[src/rtl/mem_arbiter.sv]
// mem_arbiter: shares one line-wide memory port between the I-cache and D-cache refill/write-back paths.
// Define MEM_ARB_RR_EN for round-robin tie-breaking; otherwise D has fixed priority over I.
module mem_arbiter #(
    parameter int ADDR_W = 28,
    parameter int DATA_W = 128
) (
    input  logic              clk,
    input  logic              proc_reset,
    input  logic              memI_read,
    input  logic [ADDR_W-1:0] memI_addr,
    output logic [DATA_W-1:0] memI_rdata,
    output logic              memI_ready,
    input  logic              memD_read,
    input  logic              memD_write,
    input  logic [ADDR_W-1:0] memD_addr,
    input  logic [DATA_W-1:0] memD_wdata,
    output logic [DATA_W-1:0] memD_rdata,
    output logic              memD_ready,
    output logic              mem_read,
    output logic              mem_write,
    output logic [ADDR_W-1:0] mem_addr,
    output logic [DATA_W-1:0] mem_wdata,
    input  logic [DATA_W-1:0] mem_rdata,
    input  logic              mem_ready,
    output logic              arb_busy
);
    typedef enum logic [1:0] {IDLE, BUSY_I, BUSY_D} state_t;

    state_t            r_state, w_next;
    logic [ADDR_W-1:0] r_addr;
    logic [DATA_W-1:0] r_wdata;
    logic              r_write;
    logic              w_d_req, w_pick_d, w_start;

    assign w_d_req = memD_read | memD_write;
    assign w_start = (r_state == IDLE) & (w_d_req | memI_read);

`ifdef MEM_ARB_RR_EN
    logic r_last_d;
    // On a tie, the requester that was not served last wins; reset leaves I as last so D wins first.
    assign w_pick_d = w_d_req & (~memI_read | ~r_last_d);

    always_ff @(posedge clk) begin
        if (proc_reset)
            r_last_d <= 1'b0;
        else if (r_state != IDLE && mem_ready)
            r_last_d <= (r_state == BUSY_D);
    end
`else
    assign w_pick_d = w_d_req;
`endif

    always_ff @(posedge clk) begin
        if (proc_reset)
            r_state <= IDLE;
        else
            r_state <= w_next;
    end

    always_comb begin
        w_next = r_state;
        if (r_state == IDLE)
            w_next = w_pick_d ? BUSY_D : (memI_read ? BUSY_I : IDLE);
        else if (mem_ready)
            w_next = IDLE;
    end

    // Request is frozen at grant; a simultaneous D read+write is a write-back first.
    always_ff @(posedge clk) begin
        if (proc_reset) begin
            r_addr  <= '0;
            r_wdata <= '0;
            r_write <= 1'b0;
        end else if (w_start) begin
            r_addr  <= w_pick_d ? memD_addr : memI_addr;
            r_wdata <= w_pick_d ? memD_wdata : '0;
            r_write <= w_pick_d & memD_write;
        end
    end

    always_comb begin
        arb_busy   = (r_state != IDLE);
        mem_read   = arb_busy & ~r_write;
        mem_write  = arb_busy & r_write;
        mem_addr   = r_addr;
        mem_wdata  = r_wdata;
        memI_ready = mem_ready & (r_state == BUSY_I);
        memD_ready = mem_ready & (r_state == BUSY_D);
        memI_rdata = mem_rdata;
        memD_rdata = mem_rdata;
    end
endmodule

[config.mk]
export PLATFORM = sky130hd
export DESIGN_NAME = mem_arbiter
export DESIGN_NICKNAME = d
export VERILOG_FILES = /design/src/rtl/mem_arbiter.sv
export SDC_FILE = /design/constraint.sdc
export NUM_CORES = 1
export LEC_CHECK = 0
export CORE_AREA = 2 2 287 289
export CTS_CLUSTER_DIAMETER = 40
export DETAILED_ROUTE_END_ITERATION = 7
export DIE_AREA = 0 0 289 291
export SETUP_SLACK_MARGIN = 0.1
export SYNTH_ARGS = -nofsm -noshare
export SYNTH_HDL_FRONTEND = slang
export SYNTH_SLANG_ARGS = --single-unit
[constraint.sdc]
create_clock -name clk -period 4.4 [get_ports clk]
set_input_delay 1.1 -clock clk [delete_from_list [all_inputs] [get_ports clk]]
set_output_delay 1.1 -clock clk [all_outputs]
set_load 0.03 [all_outputs]
==> impl_metrics.tcl <==
set metrics [dict create \
    htreeDepth 4 \
    postCtsSetupRepairBufs 0 \
    crit_path_end_kind "output pin" \
    firstDrtPassIters 4 \
    die_h_um 291 \
    power_frac_clock_pct 36.3 \
    io_buffers 350 \
    die_area_um2 84100 \
    ys_types 25 \
    clock_latency_ns 0.49 \
    cts_tree "done" \
    combinationalPowerShare_pct 24.4 \
    yosys_warnings 0 \
    clk_path_buf_depth 2 \
    cts_made_buffers 17 \
    grt_usage_pct 7.06 \
    cts.sinks 159 \
    switchingPower_uw 1390 \
    ir_worst_vdd_uv 285 \
    switching_share_pct 33.2 \
    drv_cap 0 \
    cellLeakagePower_uw 0.00358 \
    routed_wl_um 31100 \
    cts-root-buf "clkbuf_16" \
    power_density_nw_per_um2 394 \
    power.internal_uw 2800 \
    vias_per_cell 2.97 \
    vias 5601 \
    syn_inst 726 \
    die_w_um 289 \
    final_antenna_net_count 0 \
    arrival_ns 2.60 \
    tns_ns 0 \
    setup_violations 0 \
    path_clk_slew_ns 0.07 \
    grt_pass1_wl_um 41400 \
    drive_gt1_share_pct 7.03 \
    synth-seq-cells 159 \
    fin_crit_ns 3.70 \
    hold_buffers 0 \
    drv_slew 0 \
    synth.yosys.seq_area_share_pct 43.4 \
    grt_pass1_vias 5934 \
    tightest_slew_ns 0.772 \
    syn-num-nets 1044 \
    required_ns 3.30 \
    ios 735 \
    fin_crit_sh_pct 84.1 \
    hp-class "reg2reg" \
    fp-row-count 105 \
    status "finished clean" \
    grt_max_degree 118 \
    initial_core_util_pct 9.04 \
    top_layer_used "met5" \
    drt_iter0_drc 126 \
    synth_area_per_cell_um2 10.1 \
    wl_met2_um 13100 \
    met3WireLength_um 5170 \
    worst-setup-path-type "in2out" \
    clock_skew_ns 0.0221 \
    rsz0062_at_grt "false" \
    fmax_ghz 0.270 \
    nNetsFinal 1116 \
    cp-start-kind "input pin" \
    final_core_util_pct 13.1 \
    place_congestion 0.725 \
    seqPwrFrac_pct 39.2 \
    coreArea_um2 81200 \
    met1Wirelength_um 11200 \
    worstPathMaxFanout 3 \
    synth_area_um2 7340 \
    remaining_drc_errors 0 \
    cts_resized 0 \
    wire_per_inst_um 16.5 \
    area.growth.synth_to_final_pct 45.1 \
    slew_headroom_pct 48.4 \
    hold_viol 0 \
    overflow 0 \
    antenna_found_initial 4 \
    dp_hpwl_um 23500 \
]
==> area by class of cell <==
type                            instances  area (µm²)
Antenna cell                            2        5.00
Fill cell                            9167       70500
Tap cell                             1070        1340
Timing Repair Buffer                  359        3590
Clock inverter                         14         143
Multi-Input combinational cell        259        1950
Inverter                                2        7.51
Sequential cell                       159        3180
Clock buffer                           18         429
==> final timing paths <==
check	to	slack, ns	depth (start not counted)	from
min reg2reg	mem_wdata[17]	0.47	1	mem_wdata[17]
min	mem_wdata[17]	0.47	1	mem_wdata[17]
max reg2reg	mem_wdata[107]	2.47	6	r_state[1]
max	memD_ready	0.70	4	mem_ready
==> logic make-up after synthesis <==
group	Yosys count	synth area share, %
buffers and inverters	308	30.2
AOI/OAI and AO/OA	217	23.7
DFF	159	43.4
and+or+nand+nor	42	2.71
==> power by group through the flow <==
stage               logic (µW)  registers, µW  clock network, µW
floorplan                  695           1920                  0
global placement          1020           1670                  0
detailed placement        1030           1680                  0
CTS                       1040           1650               1640
global route              1080           1660               1680
finish                    1020           1640               1520
==> cells in the mapped netlist <==
library cell / number / area [µm²]
and2_1: 1 / 6.26
a22o_1: 128 / 1120
nor3_2: 1 / 10.0
or3_4: 1 / 11.3
a21oi_2: 1 / 8.76
a21oi_1: 29 / 145
buf_6: 2 / 22.5
nor3b_1: 1 / 7.51
buf_4: 274 / 2060
nand2_1: 30 / 113
buf_1: 1 / 3.75
nor2_4: 1 / 11.3
nand3b_1: 1 / 7.51
and2_4: 1 / 8.76
buf_2: 15 / 75.1
inv_1: 2 / 7.51
o21ai_0: 30 / 150
clkbuf_1: 14 / 52.6
nor2_1: 3 / 11.3
nor2_2: 1 / 6.26
nand2b_1: 1 / 6.26
a311oi_2: 9 / 135
a32oi_1: 1 / 8.76
dfxtp_1: 159 / 3180
a311oi_1: 19 / 166
==> flip-flops by register name, summed over array words and instances (netlist names) <==
name / flops
mem_addr: 28
mem_wdata: 128
r_write: 1
r_state: 2
==> per-stage QoR <==
step | instance area [µm²] | cells | worst slack [ns] | power (µW) | hold WS (ns)
6_report | 10600 | 1883 | 0.700 | 4190 | 0.474
3_3_place_gp | 10100 | 1849 | 0.663 | 2700 | 0.455
3_5_place_dp | 10100 | 1849 | 0.685 | 2710 | 0.455
5_1_grt | 10600 | 1882 | 0.650 | 4430 | 0.490
2_1_floorplan | 7340 | 726 | 1.43 | 2610 | 0.458
4_1_cts | 10600 | 1881 | 0.660 | 4330 | 0.478
==> critical path: stages <==
cell and delay, ns:
clkdlybuf4s50_1 0.50, inv_1 0.08, nor3b_1 0.21, clkdlybuf4s50_1 0.71
==> placed cells by master, fill, tap and decap left out, drive strengths merged <==
master	instances
buf	11
o21ai	30
a21oi	30
nor3b	1
a22o	128
clkinv	4
inv	10
nor2	5
clkdlybuf4s50	348
a311oi	28
a32oi	1
nand2	30
dfxtp	159
or3	1
clkinvlp	2
nand2b	1
clkbuf	18
nor3	1
diode	2
and2	2
nand3b	1
==> per-layer routing <==
| metal | GRT usage, % | vias to the layer above |
|---|---|---|
| met5 | 0.407 | - |
| met4 | 4.70 | 4 |
| met3 | 5.21 | 120 |
| met2 | 10.5 | 519 |
| met1 | 6.83 | 2502 |
| li1 | - | 2456 |
Note: power is estimated with default switching activity, not from simulation.
